--- src/rtl/pipeline_stall_ctrl_pkg.sv ---
// Shared state encodings, control-bundle type and defaults for the pipeline stall controller.
package pipeline_stall_ctrl_pkg;

  localparam logic [1:0] ST_IDLE       = 2'd0;
  localparam logic [1:0] ST_RUN        = 2'd1;
  localparam logic [1:0] ST_LU_STALL   = 2'd2;
  localparam logic [1:0] ST_MEM_FREEZE = 2'd3;

  localparam int unsigned DEF_STALL_TIMEOUT = 256;
  localparam int unsigned DEF_CNT_W         = 32;

  typedef struct packed {
    logic pcWrite;
    logic ifIdWrite;
    logic ifIdFlush;
    logic idExBubble;
    logic pipeEn;
  } ctrl_t;

  // Bubble with the back end still running: used both in IDLE and for a load-use stall.
  localparam ctrl_t CTRL_IDLE   = 5'b00011;
  localparam ctrl_t CTRL_STALL  = 5'b00011;
  localparam ctrl_t CTRL_FREEZE = 5'b00000;
  localparam ctrl_t CTRL_BRANCH = 5'b11101;
  localparam ctrl_t CTRL_NORMAL = 5'b11001;

  function automatic int unsigned cntWidth(input int unsigned maxVal);
    return (maxVal == 0) ? 1 : $clog2(maxVal + 1);
  endfunction

endpackage

--- src/rtl/pipeline_stall_ctrl_sat_counter.sv ---
// Saturating up-counter with synchronous clear; holds at all-ones.
module sat_counter #(
  parameter int unsigned W = 8
) (
  input  logic         clk_i,
  input  logic         rst_i,
  input  logic         clr,
  input  logic         inc,
  output logic [W-1:0] cnt
);

  always_ff @(posedge clk_i or negedge rst_i) begin
    if (!rst_i) begin
      cnt <= '0;
    end else if (clr) begin
      cnt <= '0;
    end else if (inc && (cnt != {W{1'b1}})) begin
      cnt <= cnt + W'(1);
    end
  end

endmodule

--- src/rtl/pipeline_stall_ctrl.sv ---
// Load-use / branch / memory-busy stall controller with a freeze watchdog.
// Optional perf counters are enabled by defining STALL_PERF_CNT_EN.
module pipeline_stall_ctrl
  import pipeline_stall_ctrl_pkg::*;
#(
  parameter int unsigned STALL_TIMEOUT = DEF_STALL_TIMEOUT,
  parameter int unsigned CNT_W         = DEF_CNT_W
) (
  input  logic             clk_i,
  input  logic             rst_i,
  input  logic             start_i,
  input  logic             hazard_detected_i,
  input  logic             branch_taken_i,
  input  logic             mem_stall_i,
  output logic             pc_write_o,
  output logic             if_id_write_o,
  output logic             if_id_flush_o,
  output logic             id_ex_bubble_o,
  output logic             pipe_en_o,
  output logic             stall_err_o,
  output logic             timeout_o
`ifdef STALL_PERF_CNT_EN
  ,
  output logic [CNT_W-1:0] lu_stall_cnt_o,
  output logic [CNT_W-1:0] mem_stall_cnt_o,
  output logic [CNT_W-1:0] flush_cnt_o
`endif
);

  localparam int unsigned FRZ_W   = cntWidth(STALL_TIMEOUT);
  localparam bit          WDOG_EN = (STALL_TIMEOUT != 0);
  localparam logic [FRZ_W-1:0] FRZ_MAX  = FRZ_W'(STALL_TIMEOUT);
  localparam logic [FRZ_W-1:0] FRZ_LAST = FRZ_W'(STALL_TIMEOUT - 1);

  logic [1:0]       stQ;
  logic [1:0]       stNext;
  ctrl_t            ctrl;
  logic             frzActive;
  logic             setStallErr;
  logic             setTimeout;
  logic             stallErrQ;
  logic             timeoutQ;
  logic [FRZ_W-1:0] frzCnt;

  // State and sticky error flags
  always_ff @(posedge clk_i or negedge rst_i) begin
    if (!rst_i) begin
      stQ       <= ST_IDLE;
      stallErrQ <= 1'b0;
      timeoutQ  <= 1'b0;
    end else begin
      stQ <= stNext;
      if (setStallErr) stallErrQ <= 1'b1;
      if (setTimeout)  timeoutQ  <= 1'b1;
    end
  end

  // Next state and Mealy controls; every non-idle state shares the RUN priority rules
  always_comb begin
    stNext      = stQ;
    ctrl        = CTRL_IDLE;
    frzActive   = 1'b0;
    setStallErr = 1'b0;
    if (stQ == ST_IDLE) begin
      if (start_i) stNext = ST_RUN;
    end else begin
      frzActive = mem_stall_i;
      if (mem_stall_i) begin
        ctrl   = CTRL_FREEZE;
        stNext = ST_MEM_FREEZE;
      end else if (hazard_detected_i) begin
        ctrl        = CTRL_STALL;
        stNext      = ST_LU_STALL;
        setStallErr = (stQ == ST_LU_STALL);
      end else if (branch_taken_i) begin
        ctrl   = CTRL_BRANCH;
        stNext = ST_RUN;
      end else begin
        ctrl   = CTRL_NORMAL;
        stNext = ST_RUN;
      end
    end
  end

  sat_counter #(.W(FRZ_W)) uFrzCnt (
    .clk_i (clk_i),
    .rst_i (rst_i),
    .clr   (!frzActive),
    .inc   (WDOG_EN && frzActive && (frzCnt != FRZ_MAX)),
    .cnt   (frzCnt)
  );

  // Count reaches STALL_TIMEOUT on this edge
  assign setTimeout = WDOG_EN && frzActive && (frzCnt == FRZ_LAST);

  assign pc_write_o     = ctrl.pcWrite;
  assign if_id_write_o  = ctrl.ifIdWrite;
  assign if_id_flush_o  = ctrl.ifIdFlush;
  assign id_ex_bubble_o = ctrl.idExBubble;
  assign pipe_en_o      = ctrl.pipeEn;
  assign stall_err_o    = stallErrQ;
  assign timeout_o      = timeoutQ;

`ifdef STALL_PERF_CNT_EN
  sat_counter #(.W(CNT_W)) uLuCnt (
    .clk_i (clk_i),
    .rst_i (rst_i),
    .clr   (1'b0),
    .inc   (ctrl.idExBubble && (stQ != ST_IDLE)),
    .cnt   (lu_stall_cnt_o)
  );

  sat_counter #(.W(CNT_W)) uMemCnt (
    .clk_i (clk_i),
    .rst_i (rst_i),
    .clr   (1'b0),
    .inc   (!ctrl.pcWrite && !ctrl.ifIdWrite && !ctrl.pipeEn),
    .cnt   (mem_stall_cnt_o)
  );

  sat_counter #(.W(CNT_W)) uFlushCnt (
    .clk_i (clk_i),
    .rst_i (rst_i),
    .clr   (1'b0),
    .inc   (ctrl.ifIdFlush),
    .cnt   (flush_cnt_o)
  );
`endif

endmodule

--- config.mk ---
export PLATFORM = sky130hd
export DESIGN_NAME = pipeline_stall_ctrl
export DESIGN_NICKNAME = d
export VERILOG_FILES = /design/src/rtl/pipeline_stall_ctrl_pkg.sv /design/src/rtl/pipeline_stall_ctrl_sat_counter.sv /design/src/rtl/pipeline_stall_ctrl.sv
export SDC_FILE = /design/constraint.sdc
export NUM_CORES = 1
export LEC_CHECK = 0
export CORE_MARGIN = 3
export CORE_UTILIZATION = 52
export CTS_BUF_LIST = sky130_fd_sc_hd__clkbuf_4 sky130_fd_sc_hd__clkbuf_8
export CTS_CLUSTER_SIZE = 28
export DETAILED_ROUTE_END_ITERATION = 8
export PLACE_DENSITY = 0.84
export SYNTH_ARGS = -nofsm -noshare
export SYNTH_HDL_FRONTEND = slang
export SYNTH_SLANG_ARGS = --single-unit
export TNS_END_PERCENT = 20
--- constraint.sdc ---
create_clock -name clk_i -period 2.22 [get_ports clk_i]
set_input_delay 0.333 -clock clk_i [delete_from_list [all_inputs] [get_ports clk_i]]
set_output_delay 0.333 -clock clk_i [all_outputs]
set_load 0.005 [all_outputs]
After elaboration in Yosys (flattened, before gate mapping)

Cells that the tools add are included.

Register bits: 13
Memories: 0
Bits in writable memories: 0
Bits in read-only memories: 0
Latch bits: 0
Input port bits: 6
Logic and storage cells: 29
Output and inout port bits: 7

$add $sub $neg: 1
Bitwise gates (word level): 0
Mux-type cells: 14
$lt $le $gt $ge: 0
Shift-type cells: 0
Divide/modulo/power cells: 0
Multiply operators: 0
Reduce and logical (&&, ||, !) cells: 4
Equality and inequality tests: 6

Operators by type and width:

| operator                                                                 | number |
|---|---|
| 9-bit 2-to-1 mux                                                         | 2 |
| 9-bit inequality test (second input constant)                            | 2 |
| 5-bit 2-to-1 mux                                                         | 3 |
| 9-bit by 1-bit adder with 9-bit output (second input constant)           | 1 |
| 9-bit by 8-bit == test with 1-bit output (second input constant)         | 1 |
| 2-bit 2-to-1 mux                                                         | 4 |
| 1-bit 2-to-1 mux                                                         | 4 |
| 1-bit logical AND                                                        | 3 |
| 3-bit 2-to-1 mux                                                         | 1 |
| 2-bit == test (second input constant)                                    | 1 |
| 2-bit zero test                                                          | 1 |
| 2-bit by 1-bit inequality test with 1-bit output (second input constant) | 1 |
| 2-bit inequality test (second input constant)                            | 1 |

Logic depth before layout (Yosys ltp)

Depth after elaboration: 6
Gate-level depth with buffers: 7

By module

A second synthesis with hierarchy kept.

Cell total of the unflattened synthesis: 73
Area total of the unflattened synthesis: 711.9 µm²

By module, submodules not included:

| module              | seq. area each (µm²) | cells each | area an instance (µm²) | instances |
|---|---|---|---|---|
| sat_counter         | 225.2                | 46         | 462.9                  | 1 |
| pipeline_stall_ctrl | 100.1                | 27         | 249.0                  | 1 |

Worst setup path after synthesis

OpenSTA, ideal clock, no wires.

Path type: register to register
From: register uFrzCnt.cnt[0]
To: register uFrzCnt.cnt[5]
Path slack: 0.495 ns
Data arrival time: 1.647 ns
Buffers on the path: 0
Required time: 2.142 ns
Clock period less this slack: 1.725 ns
Stages on the path, launching flop included: 8
Path through: dfrtp_1 -> ha_1 -> nand3_1 -> nor2_1 -> ha_1 -> nand4b_1 -> or3_1 -> a21oi_1

Cells in the longest elaborated chain, start to end: 4
Elaborated cells between the ends (all ways): 8

RTL lines:

| item                                                                           | RTL line                              | text |
|---|---|---|
| from (decl)                                                                    | pipeline_stall_ctrl_sat_counter.sv:9  | `output logic [W-1:0] cnt` |
| from (signal assigned)                                                         | pipeline_stall_ctrl_sat_counter.sv:18 | `cnt <= cnt + W'(1);` |
| branches (longest 4 deep; another with 9-bit by 1-bit adder with 9-bit output) | -                                     |  |

Several ways; the timed one is not identified. The select of a mux whose other input is x is not followed.
A chain may end at the register's enable or synchronous reset.

Worst setup path in the final report

From: input mem_stall_i
To: output if_id_flush_o

Cells in the longest elaborated chain, start to end: 2

RTL lines:

| item             | RTL line                  | text |
|---|---|---|
| from (decl)      | pipeline_stall_ctrl.sv:14 | `input logic mem_stall_i,` |
| 5-bit 2-to-1 mux | pipeline_stall_ctrl.sv:68 | `if (mem_stall_i) begin` |
| 5-bit 2-to-1 mux | pipeline_stall_ctrl.sv:64 | `if (stQ == ST_IDLE) begin` |
| to (decl)        | pipeline_stall_ctrl.sv:17 | `output logic if_id_flush_o,` |

Every way passes these cells.

==> impl_results.md <==
* Outcome: complete, no violations
* P_sw at ~0.12 mW
* Synthesized area per cell at 9.55 sq um
* # hold bufs at CTS at 0
* Crit Reg-Reg Startpoint: uFrzCnt.cnt[0]
* Arrival @ worst endpoint at 1.74 ns
* Die ar. at roughly 1800 sq um
* ANT cells at 0
* Antenna violations before repair at 0
* # IOs at 13
* Area delta synth->final at 26.5%
* Hold Path Class: in2async
* Post-Route WL at ~1500 microns
* Root buf cell: clkbuf_4
* Finish-stage setup viols at 0
* Seq/Total Area, Yosys at 46.0%
* Core box area at between 1000 and 1500 sq um
* Finished Core Util at 75.4%
* Worst path required time at 1.89 ns
* Comb power frac at 15.7%
* H-tree depth at 1
* Worst reg2reg path depth at 7
* Distinct cells, synth at 29
* Fin area at 895 sq um
* Syn Inst Count at 74
* Nets at 103
* Placer Congestion at 0.784
* Post-DP Area at about 860 sq um
* Initial Utilization at between 50% and 60%
* Worst-Margin Slew at 0.579 ns
* First-pass GRT wire length at ~2600 microns
* Final min period at 2.07 ns
* Internal power at 0.370 mW
* Gr usage total at 18.7%
* Synth top area share at 46.0%
* Row count at 12
* Setup TNS at 0 ns
* Crit path max fanout at 4
* Vias in the first global route at about 610
* Buffers on Ports at 12
* Die width at about 43 microns
* Clock sinks at 13
* P per Cell Area at 547 nW/um^2
* Fillers at 89
* Reg power frac at 52.3%
* Placed wire-length estimate at 1150 microns
* CTS tree: built
* Clock Pin Slew Worst Setup and Hold Paths at 0.08 ns
* Postcts setup bufs at 0
* Sw Share at between 20% and 30%
* Max_slew headroom at around 61%
* Fmax at between 400 and 500 MHz
* Yosys reg bits at 13
* Drt first pass iters at 4
* Skew-Pair Late Insertion Delay at between 0.2 and 0.3 ns
* Clock share of power at around a third
* Register area at around 330 sq um
* Syn_nets at 84
* Dominant cells by area after synthesis: dfrtp_1 46%, ha_1 7.1%, nand2_1 4.8%
* Synthesized cell area at slightly above 700 sq um
* Final Hold Viols at 0
* Most common library cell in the layout ignoring fill and taps: dfrtp_1
* Setup CP Type: in2out
* CP peak stage delay at about 0.49 ns
* Mean routed wirelength per cell at approximately 15 microns
* Pin count of the biggest net entering global routing at 14
* Crit-path most repeated cell: clkdlybuf4s50_1
* FF-to-FF End: uFrzCnt.cnt[5]
* DRT iter0 DRCs at 15
* Cell leakage power at 0.395 nW
* Syn. warnings at 0
* R2R setup slack at 0.26 ns
* Layout cells sized above 1 at 13.0%
* CP Cell Sequence: clkdlybuf4s50_1 -> nor3_2 -> and2_1 -> clkdlybuf4s50_1
* Die Height at 42.9 microns
* Setup crit end kind: output pin
* Worst Skew at 0.00528 ns
* Crit share post-route at 93.2%
* Instance count on the critical path at 4
* WP buf/inv at 2
* Most frequent cells in the layout: 13 x dfrtp_1, 12 x clkdlybuf4s50_1, 9 x nand2_1
* Final slew viol count at 0
* Clock buffer depth at 2
* Vias per inst at between 5 and 6
* Inserted Clock Buffers at 3
* Multi-input logic area at 353 sq um
* Max Cap Viol at 0
* Dominant cell type by area after synthesis: dfrtp_1
* Detail Route Antenna Nets at 0
* Residual DRC at 0
* Slowest-stage cell, CP: clkdlybuf4s50_1
* RSZ-0062 raised after global routing: no
* Grt total ovfl at 0
* Worst VDD drop at around 340 uV
* CP Launch Type: input pin
* Top cell family by delay on the critical path: buffers and inverters
* Routed vias at about 630
## metal layers
layer	global-route usage, %	routed length (microns)	up-vias
met5	0	0	-
met4	10.6	44	0
met3	2.97	63	5
met2	30.2	754	21
met1	23.2	675	312
li1	-	-	295
## layout make-up
type	count	share of cell area [%]
tap	14	1.96
clock buffer	4	3.36
timing repair buffer	15	15.9
inverter	7	2.94
sequential	13	36.4
multi-input combinational	53	39.4
## Yosys cell counts
| library cell | instances |
|---|---|
| o21a_1 | 1 |
| o31ai_1 | 1 |
| nor2b_1 | 1 |
| nand4_1 | 1 |
| and2_1 | 1 |
| or4_1 | 1 |
| o21ai_0 | 4 |
| nand2b_1 | 1 |
| or2_2 | 1 |
| or3_1 | 3 |
| buf_4 | 1 |
| nand2_1 | 9 |
| xor2_1 | 1 |
| a31oi_1 | 1 |
| dfrtp_1 | 13 |
| nor2_1 | 5 |
| inv_1 | 7 |
| nand3_2 | 1 |
| nor3_1 | 1 |
| ha_1 | 4 |
| nor4b_2 | 1 |
| a31o_2 | 1 |
| mux2i_1 | 3 |
| nor4b_1 | 1 |
| nand3_1 | 1 |
| a21o_1 | 1 |
| a211o_1 | 1 |
| a21oi_1 | 6 |
| nand4b_1 | 1 |
## timing repair
item | CTS | global route
setup endpoints to repair | 0 | 1
endpoints found under the hold margin | 0 | 0
resized for setup | 0 | 1
## how the worst max path moves through the flow
stage	slack (ns)	startpoint	endpoint
2_1_floorplan	0.50	uFrzCnt.cnt[0]	uFrzCnt.cnt[5]
5_1_grt	0.09	mem_stall_i	if_id_flush_o
6_report	0.15	mem_stall_i	if_id_flush_o
3_3_place_gp	0.17	mem_stall_i	if_id_flush_o
4_1_cts	0.11	mem_stall_i	if_id_flush_o
3_5_place_dp	0.13	mem_stall_i	if_id_flush_o
## state kept, by name (all words and copies together), names as in the netlist
register,cells
stQ,2
timeout_o,1
stall_err_o,1
uFrzCnt.cnt,9
## power groups by stage
stage | logic (mW) | clock network, mW | registers, mW
after floorplan | 0.0334 | 0 | 0.259
after global placement | 0.0723 | 0 | 0.260
after detailed placement | 0.0746 | 0 | 0.261
after CTS | 0.0755 | 0.160 | 0.257
after global routing | 0.0831 | 0.176 | 0.258
final | 0.0767 | 0.157 | 0.256
## metrics by stage
| step | setup slack (ns) | power, mW | hold slack (ns) | cells |
|---|---|---|---|---|
| 5_1_grt | 0.0880 | 0.517 | 0.461 | 106 |
| 3_5_place_dp | 0.127 | 0.336 | 0.448 | 102 |
| 2_1_floorplan | 0.495 | 0.292 | 0.0374 | 74 |
| 3_3_place_gp | 0.167 | 0.333 | 0.440 | 102 |
| 4_1_cts | 0.113 | 0.492 | 0.441 | 106 |
| 6_report | 0.151 | 0.490 | 0.422 | 106 |
## cells by family after synthesis
group / after synthesis / share of synthesized area, %
xor gates and xnor gates: 1 / 1.24
and+or+nand+nor: 29 / 23.0
buffers and inverters: 8 / 4.78
AOI/OAI and AO/OA: 16 / 13.6
muxes: 3 / 4.25
DFF: 13 / 46.0
adders and majority gates: 4 / 7.08
Note: power is estimated with default switching activity, not from simulation.
